==> src/rtl/gyro_pkg.sv <==
// Shared types and defaults for the tilt/rate datapath blocks.
package gyro_pkg;

    localparam int WIDTH_DEF = 16;

    typedef enum logic [2:0] {
        PRIME,
        IDLE,
        CALC_X,
        CALC_Y,
        CALC_Z,
        HOLD
    } rate_state_t;

    typedef enum logic [1:0] {
        AX_X,
        AX_Y,
        AX_Z
    } axis_t;

    // Axis worked on by the shared subtractor in a given state.
    function automatic axis_t axis_of(input rate_state_t s);
        axis_t a;
        a = AX_X;
        case (s)
            CALC_Y:  a = AX_Y;
            CALC_Z:  a = AX_Z;
            default: a = AX_X;
        endcase
        return a;
    endfunction

endpackage

==> src/rtl/rate_diff_unit.sv <==
// Combinational modular difference of two tilt samples, scaled by an
// arithmetic right shift (floor toward minus infinity).
module rate_diff_unit #(
    parameter int WIDTH      = 16,
    parameter int RATE_SHIFT = 3
) (
    input  logic [WIDTH-1:0] cur,
    input  logic [WIDTH-1:0] prev,
    output logic [WIDTH-1:0] rate
);

    logic signed [WIDTH-1:0] diff;

    // Wrapping subtraction read as signed, then scaled.
    always_comb begin
        diff = cur - prev;
        rate = diff >>> RATE_SHIFT;
    end

endmodule

==> src/rtl/tilt_rate_estimator.sv <==
// Reconstructs per-axis angular rate from consecutive tilt samples using a
// single time-multiplexed subtractor, with valid/ready on both sides.
module tilt_rate_estimator
    import gyro_pkg::*;
#(
    parameter int WIDTH          = WIDTH_DEF,
    parameter int RATE_SHIFT     = 3,
    parameter int TIMEOUT_CYCLES = 1_000_000
) (
    input  logic             CLK,
    input  logic             RST,
    input  logic [WIDTH-1:0] tilt_x,
    input  logic [WIDTH-1:0] tilt_y,
    input  logic [WIDTH-1:0] tilt_z,
    input  logic             tilt_valid,
    output logic             tilt_ready,
    output logic [WIDTH-1:0] dx,
    output logic [WIDTH-1:0] dy,
    output logic [WIDTH-1:0] dz,
    output logic             rate_valid,
    input  logic             rate_ready
);

    localparam int GAP_W = (TIMEOUT_CYCLES > 0) ? $clog2(TIMEOUT_CYCLES + 1) : 1;
    localparam logic [GAP_W-1:0] GAP_LAST =
        (TIMEOUT_CYCLES > 0) ? GAP_W'(TIMEOUT_CYCLES - 1) : '0;

    rate_state_t state, state_nx;
    axis_t       axis;

    logic             accept;
    logic             timeout;
    logic [GAP_W-1:0] gap_cnt;

    logic [WIDTH-1:0] prev_x, prev_y, prev_z;
    logic [WIDTH-1:0] cur_x, cur_y, cur_z;
    logic [WIDTH-1:0] sh_x, sh_y;
    logic [WIDTH-1:0] mux_cur, mux_prev;
    logic [WIDTH-1:0] rate;

    // Handshake, timeout detect and next-state selection.
    always_comb begin
        state_nx   = state;
        tilt_ready = (state == PRIME) || (state == IDLE);
        accept     = tilt_valid && tilt_ready;
        timeout    = (TIMEOUT_CYCLES > 0) && (gap_cnt == GAP_LAST);
        axis       = axis_of(state);
        case (state)
            PRIME:   if (accept) state_nx = IDLE;
            IDLE: begin
                if (accept)       state_nx = CALC_X;
                else if (timeout) state_nx = PRIME;
            end
            CALC_X:  state_nx = CALC_Y;
            CALC_Y:  state_nx = CALC_Z;
            CALC_Z:  state_nx = HOLD;
            HOLD:    if (rate_ready) state_nx = IDLE;
            default: state_nx = PRIME;
        endcase
    end

    // Operand selection for the shared subtractor.
    always_comb begin
        mux_cur  = cur_x;
        mux_prev = prev_x;
        case (axis)
            AX_Y: begin
                mux_cur  = cur_y;
                mux_prev = prev_y;
            end
            AX_Z: begin
                mux_cur  = cur_z;
                mux_prev = prev_z;
            end
            default: begin
                mux_cur  = cur_x;
                mux_prev = prev_x;
            end
        endcase
    end

    rate_diff_unit #(
        .WIDTH      (WIDTH),
        .RATE_SHIFT (RATE_SHIFT)
    ) u_diff (
        .cur  (mux_cur),
        .prev (mux_prev),
        .rate (rate)
    );

    // State register.
    always_ff @(posedge CLK) begin
        if (RST) state <= PRIME;
        else     state <= state_nx;
    end

    // Sample registers, gap counter, shadow results and output registers.
    // The Z result goes straight to dz on the CALC_Z edge, so no Z shadow exists.
    always_ff @(posedge CLK) begin
        if (RST) begin
            prev_x     <= '0;
            prev_y     <= '0;
            prev_z     <= '0;
            cur_x      <= '0;
            cur_y      <= '0;
            cur_z      <= '0;
            sh_x       <= '0;
            sh_y       <= '0;
            dx         <= '0;
            dy         <= '0;
            dz         <= '0;
            rate_valid <= 1'b0;
            gap_cnt    <= '0;
        end else begin
            case (state)
                PRIME: begin
                    gap_cnt <= '0;
                    if (accept) begin
                        prev_x <= tilt_x;
                        prev_y <= tilt_y;
                        prev_z <= tilt_z;
                    end
                end
                IDLE: begin
                    if (accept) begin
                        cur_x   <= tilt_x;
                        cur_y   <= tilt_y;
                        cur_z   <= tilt_z;
                        gap_cnt <= '0;
                    end else if (TIMEOUT_CYCLES > 0) begin
                        gap_cnt <= timeout ? '0 : gap_cnt + 1'b1;
                    end
                end
                CALC_X: sh_x <= rate;
                CALC_Y: sh_y <= rate;
                CALC_Z: begin
                    prev_x     <= cur_x;
                    prev_y     <= cur_y;
                    prev_z     <= cur_z;
                    dx         <= sh_x;
                    dy         <= sh_y;
                    dz         <= rate;
                    rate_valid <= 1'b1;
                end
                HOLD: if (rate_ready) rate_valid <= 1'b0;
                default: ;
            endcase
        end
    end

endmodule

==> config.mk <==
export PLATFORM = sky130hd
export DESIGN_NAME = tilt_rate_estimator
export DESIGN_NICKNAME = d
export VERILOG_FILES = /design/src/rtl/gyro_pkg.sv /design/src/rtl/rate_diff_unit.sv /design/src/rtl/tilt_rate_estimator.sv
export SDC_FILE = /design/constraint.sdc
export NUM_CORES = 1
export LEC_CHECK = 0
export ABC_CLOCK_PERIOD_IN_PS = 9260
export BUFFER_PORTS_ARGS = -buffer_cell sky130_fd_sc_hd__buf_2
export CAP_MARGIN = 20
export CORE_ASPECT_RATIO = 0.7
export CORE_MARGIN = 1
export CORE_UTILIZATION = 44
export DETAILED_ROUTE_END_ITERATION = 7
export GPL_TIMING_DRIVEN = 0
export PLACE_DENSITY_LB_ADDON = 0.2
export SLEW_MARGIN = 20
export SYNTH_ARGS = -nofsm -noshare
export SYNTH_HDL_FRONTEND = slang
export SYNTH_SLANG_ARGS = --single-unit
==> constraint.sdc <==
create_clock -name CLK -period 9.26 [get_ports CLK]
set_input_delay 1.852 -clock CLK [delete_from_list [all_inputs] [get_ports CLK]]
set_output_delay 1.852 -clock CLK [all_outputs]
set_load 0.01 [all_outputs]
# [Yosys cells after proc, flatten, opt, wreduce, memory -nomap -nowiden]
# Cells that the tools add are included.
[totals] register_bits=185 wordCells=56
[op_classes] n_mux=19 n_eq_ne=11 n_addsub=2 reduce_logical=10
[ops] op="$pmux W16 S2" count=5
[ops] op="$mux W16" count=3
[ops] op="$mux W20" count=2
[ops] op="$pmux W20 S2" count=1
[ops] op="$add A20 B1 Y20 const B" count=1
[ops] op="$eq A20 B20 Y1 const B" count=1
[ops] op="$pmux W3 S6" count=1
[ops] op="$sub A16 B16 Y16" count=1
[ops] op="$mux W3" count=4
[ops] op="$eq A3 B2 Y1 const B" count=2
[ops] op="$eq A3 B3 Y1 const B" count=2
[ops] op="$reduce_and A2 Y1" count=3
[ops] op="$reduce_bool A2 Y1" count=3
[ops] op="$ne A2 B2 Y1 const B" count=2
[ops] op="$pmux W2 S2" count=1
[ops] op="$eq A3 B1 Y1 const B" count=1
[ops] op="$logic_not A3 Y1" count=1
[ops] op="$ne A3 B3 Y1 const B" count=1
[ops] op="$reduce_and A3 Y1" count=1
[ops] op="$eq A2 B1 Y1 const B" count=1
[ops] op="$eq A2 B2 Y1 const B" count=1
[ops] op="$pmux W1 S2" count=1
[ops] op="$logic_and A1 B1 Y1" count=1
[ops] op="$logic_or A1 B1 Y1" count=1
[ops] op="$mux W1" count=1

# [Longest topological paths before layout]
[depth] ltp_word=5 mapped_depth=17 mapped_depth_nobuf=13

# [Cells and area by module]
# Synthesis repeated with hierarchy kept, for this count alone.
[unflattened] cells_unflattened=1158 hier_area_um2=8740.9
[modules_own_cells] mod="tilt_rate_estimator" cells_each=1066 instances=1 area_each_um2=8099.0
[modules_own_cells] mod="rate_diff_unit" cells_each=92 instances=1 area_each_um2=641.9

# [Worst setup path after synthesis]
# OpenSTA, ideal clock, no wires.
[synth_timing] path_kind="reg2reg" start="register state[2]" end="register sh_y[8]" setup_time_ns=0.137 required_time_ns=9.123 path_buffers=5 path_slack_ns=5.780 path_stages_with_launch=17 arrival_ns=3.343 path_cell_list="dfxtp_1 -> buf_4 -> and3b_1 -> buf_6 -> clkbuf_1 -> clkbuf_1 -> a22o_1 -> a21oi_1 -> ha_1 -> o21ai_0 -> o21ba_2 -> o21a_1 -> a211o_1 -> and2_1 -> buf_2 -> a311oi_2 -> a211oi_1"
[synth_between] elab_chain_len=5 word_cells_on_any_way=8 classes_between="add/sub (1); eq/ne (4); mux (3)"
[synth_rtl] element="start: declaration" line_no="tilt_rate_estimator.sv:28" text="rate_state_t state, state_nx;"
[synth_rtl] element="start signal: assignment" line_no="tilt_rate_estimator.sv:94" text="else state <= state_nx;"
[synth_rtl] element="$eq A3 B3 Y1 or $eq A3 B2 Y1 (tied branches)" line_no="gyro_pkg.sv:25, tilt_rate_estimator.sv:115"
[synth_rtl] element="$pmux W2 S2" line_no="gyro_pkg.sv:25" text="case (s)"
[synth_rtl] element="$eq A2 B2 Y1 or $eq A2 B1 Y1 (tied branches)" line_no="tilt_rate_estimator.sv:66" text="case (axis)"
[synth_rtl] element="$pmux W16 S2" line_no="tilt_rate_estimator.sv:66"
[synth_rtl] element="$sub A16 B16 Y16" line_no="rate_diff_unit.sv:16" text="diff = cur - prev;"
[synth_rtl] element="end signal: assignment" line_no="tilt_rate_estimator.sv:135" text="CALC_Y: sh_y <= rate;"
[synth_rtl] element="end: declaration" line_no="tilt_rate_estimator.sv:37" text="logic [WIDTH-1:0] sh_x, sh_y;"
# Several ways; a longest one is shown, not always the timed one.
# A chain may end at the register's enable or synchronous reset.

# [Worst setup path after layout]
[layout_timing] start="register state[1]" end="register, netlist name dz[12]"
[layout_between] elab_chain_len=5 word_cells_on_any_way=8 classes_between="add/sub (1); eq/ne (4); mux (3)"
[layout_rtl] element="$eq A3 B3 Y1 or $eq A3 B2 Y1 (tied branches)" line_no="gyro_pkg.sv:25, tilt_rate_estimator.sv:115"
[layout_rtl] element="$pmux W2 S2" line_no="gyro_pkg.sv:25"
[layout_rtl] element="$eq A2 B2 Y1 or $eq A2 B1 Y1 (tied branches)" line_no="tilt_rate_estimator.sv:66"
[layout_rtl] element="$pmux W16 S2" line_no="tilt_rate_estimator.sv:66"
[layout_rtl] element="$sub A16 B16 Y16" line_no="rate_diff_unit.sv:16"
# Several ways; a longest one is shown, not always the timed one.

==> impl_metrics.ini <==
[setup_path]
crit_type = flop to flop
cp-end-kind = flop
crit_slowest_cell = clkbuf_1
r2r_slack_ns = 4.63
critPathLaunchType = flop
r2r_cells = 15
cp.depth = 15
r2r-end = dz[12]$_SDFFE_PP0P_
slowest_delay_ns = 0.61
path_cells = buf_2, nand2b_1, nor2_1, clkbuf_1, clkbuf_1, a22oi_1, nand2_1, ha_1, a211oi_1, o21ba_2, o21a_1, a211o_1, a41oi_1, or3_1, nand3_1
worstPathRequired_ns = 9.64
worst_path_most_repeated_cell = clkbuf_1
cpLargestDelayFamily = compound AO/OA/AOI/OAI gates
path_max_fanout = 10
cp-startpoint = state[1]$_SDFFE_PP0P_
reg2reg_from = state[1]$_SDFFE_PP0P_
worstPathArrival_ns = 5.01
cp.buffers_inverters = 3

[floorplanning]
core.rowCount = 42
start_util_pct = 45.06
die_height_um = 118.6
coreArea_mm2 = 0.01897
die_w_um = 168.6
io_pins = 102
die_area_mm2 = 0.02000

[power_and_ir_drop]
switching_power_w = 0.0006146
pwr-share-clk_pct = 39.9
power_density_mw_per_mm2 = 202.5
internal-power_w = 0.001415
power.share.sequential_pct = 42.7
ir_drop_v = 0.0001360
combPwrFrac_pct = 17.4
p_leak_nw = 3.853
switching_share_pct = 30.28

[clock_network]
cts_tree = yes
cts.sinks = 185
post_cts_buffers = 0
path_clk_slew_ns = 0.07
cts_root_buf = clkbuf_16
h-tree-depth = 4
cts-hold-fix-buffers = 0
post_cts.resized_instances = 0
cts_buffers = 17
clock_latency_ns = 0.45
cts_buffer_depth = 2

[synth]
yosys.cell_types.count = 56
syn-num-nets = 1163
syn_avg_cell_area_um2 = 7.799
yosysWarnings = 0
synthTopCellsByArea = dfxtp_1, nand2_1, a21oi_1
yosysSeqAreaShare_pct = 43.33
synth-seq-cells = 185
synth_ff_type = dfxtp_1
ys_async_sr_fraction_pct = 0
synth_area_mm2 = 0.008548
synth_top_area_share_pct = 43.33
synth_top_area_cell = dfxtp_1
synth_edf_count = 0
syn_inst = 1096

[drt]
route.detailed.drc = 0
wl_um = 27060
vias = 8541
avgViaCountPerCell = 5.721
drt_iter0_drc = 1017
ant_nets = 0
drt_pass1_iterations = 7
wire_per_inst_um = 18.13

[placement]
hpwl_um = 19680
placed_cells = 1461
port_buffers = 101
gp_congestion = 0.8998

[timing]
finalClockSkew_ns = 0.009609
max_freq_mhz = 216.0
rsz0062_at_grt = false
hold_violations = 0
min_period_over_period_pct = 50.00
fin_setup_tns_ns = 0
setup_violations = 0
drv_slew = 0
worst_pin_slew_ns = 0.7944
fin_crit_ns = 4.630
slew_headroom_pct = 46.34

[global_routing]
track_usage_pct = 27.58
grt_pass1_wl_um = 42510
grt_overflow = 0
antenna_found_initial = 0
grt_pass1_vias = 7713
grt_max_degree = 18

[worst_hold_path]
hold_end = dx[3]$_SDFFE_PP0P_
min_path_cells = 2
min_path_type = flop to flop
worstHoldStart = dx[3]$_SDFFE_PP0P_

[flow_run]
cap_viol_max_count = 0

[cells_and_area]
final_core_util_pct = 52.84
area_growth_pct = 17.26
final_cells = 1493
drive_gt1_share_pct = 13.26
antenna_cells = 0
nets = 1283
final_cell_mix = nand2_1, dfxtp_1, a21oi_1, buf_2, nor2_1
mostFrequentLayoutCell = nand2_1

[status]
status = finished clean
## routing by layer
metal  GRT usage [%]  vias to the layer above  wire length (um)
met5               0                        -                 0
met3           5.358                       34              2299
met2           40.85                      371             11400
met1           40.56                     4034             12940
li1                -                     4102                 -
met4           7.102                        0               422
## worst reg2reg max path, stage by stage (launching register included)
cell and delay, ns:
dfxtp_1 0.31, buf_2 0.17, nand2b_1 0.23, nor2_1 0.25, clkbuf_1 0.46, clkbuf_1 0.62, a22oi_1 0.25, nand2_1 0.13
ha_1 0.30, a211oi_1 0.29, o21ba_2 0.25, o21a_1 0.20, a211o_1 0.17, a41oi_1 0.38, or3_1 0.49, nand3_1 0.09
## stage by stage
step | power (W) | area [um2] | hold WS, ns | worst slack [ns]
2_1_floorplan | 0.001113 | 8548 | 0.4271 | 5.780
3_3_place_gp | 0.001221 | 9384 | 0.4421 | 4.860
3_5_place_dp | 0.001225 | 9384 | 0.4432 | 4.828
4_1_cts | 0.002022 | 10020 | 0.4533 | 4.779
5_1_grt | 0.002106 | 10020 | 0.4607 | 4.420
6_report | 0.002030 | 10020 | 0.4531 | 4.630
## kinds of logic (layout without fill, tap and decap cells)
family	after synthesis	after routing	share of synthesized area, %
compound gates	288	288	22.88
xor+xnor	14	14	1.434
fa+ha+maj	15	15	2.196
buf+inv	99	232	4.947
flops	185	185	43.33
mux	1	1	0.1317
simple gates	494	494	25.09
## power groups by stage
stage | Clock [W] | Combinational, W | Sequential [W]
2_1_floorplan | 0 | 0.000237 | 0.000876
3_3_place_gp | 0 | 0.000338 | 0.000883
3_5_place_dp | 0 | 0.000341 | 0.000884
4_1_cts | 0.000813 | 0.000343 | 0.000866
5_1_grt | 0.000851 | 0.000384 | 0.000871
6_report | 0.000810 | 0.000352 | 0.000867
## cell type report
cell class	count	area (um2)
Timing Repair Buffer	101	505.5
Tap cell	264	330.3
Sequential cell	185	3704
Clock buffer	17	425.4
Multi-Input combinational cell	812	4422
Buffer	93	400.4
Fill cell	1897	8947
Clock inverter	15	214.0
Inverter	6	22.52
## registers in the layout (all words and copies together), names as in the netlist
register    flops
gap_cnt        20
cur_x          16
cur_y          16
cur_z          16
prev_x         16
prev_y         16
prev_z         16
dx             13
dy             13
dz             13
sh_x           13
sh_y           13
state           3
rate_valid      1
## cells in the mapped netlist, types with 3 or more instances
library cell	count
ha_1	15
xnor2_1	7
o21ai_0	20
nor2_1	97
nor3b_1	7
a31oi_1	13
a311oi_1	34
o311ai_0	5
clkbuf_1	64
nor4_1	5
a22o_1	16
o211a_1	3
o21ai_1	5
a222oi_1	16
or2_2	4
xor2_1	7
dfxtp_1	185
buf_4	10
nand4b_1	4
nand2_1	289
or3_1	12
nand2b_1	8
buf_1	13
nor2b_1	5
a21o_1	10
nor3_1	3
a211oi_1	8
inv_1	6
a21oi_1	123
nand3_1	26
nand4_1	7
a22oi_1	16
nand3b_1	19
o21a_1	3
buf_2	5
## worst max path at each step
stage / to / slack, ns
2_1_floorplan: sh_y[8]$_SDFFE_PP0N_ / 5.78
3_3_place_gp: sh_x[10]$_SDFFE_PP0P_ / 4.86
3_5_place_dp: sh_y[10]$_SDFFE_PP0N_ / 4.83
4_1_cts: dz[12]$_SDFFE_PP0P_ / 4.78
5_1_grt: dz[12]$_SDFFE_PP0P_ / 4.42
6_report: dz[12]$_SDFFE_PP0P_ / 4.63
(Power assumes the default switching activity.)
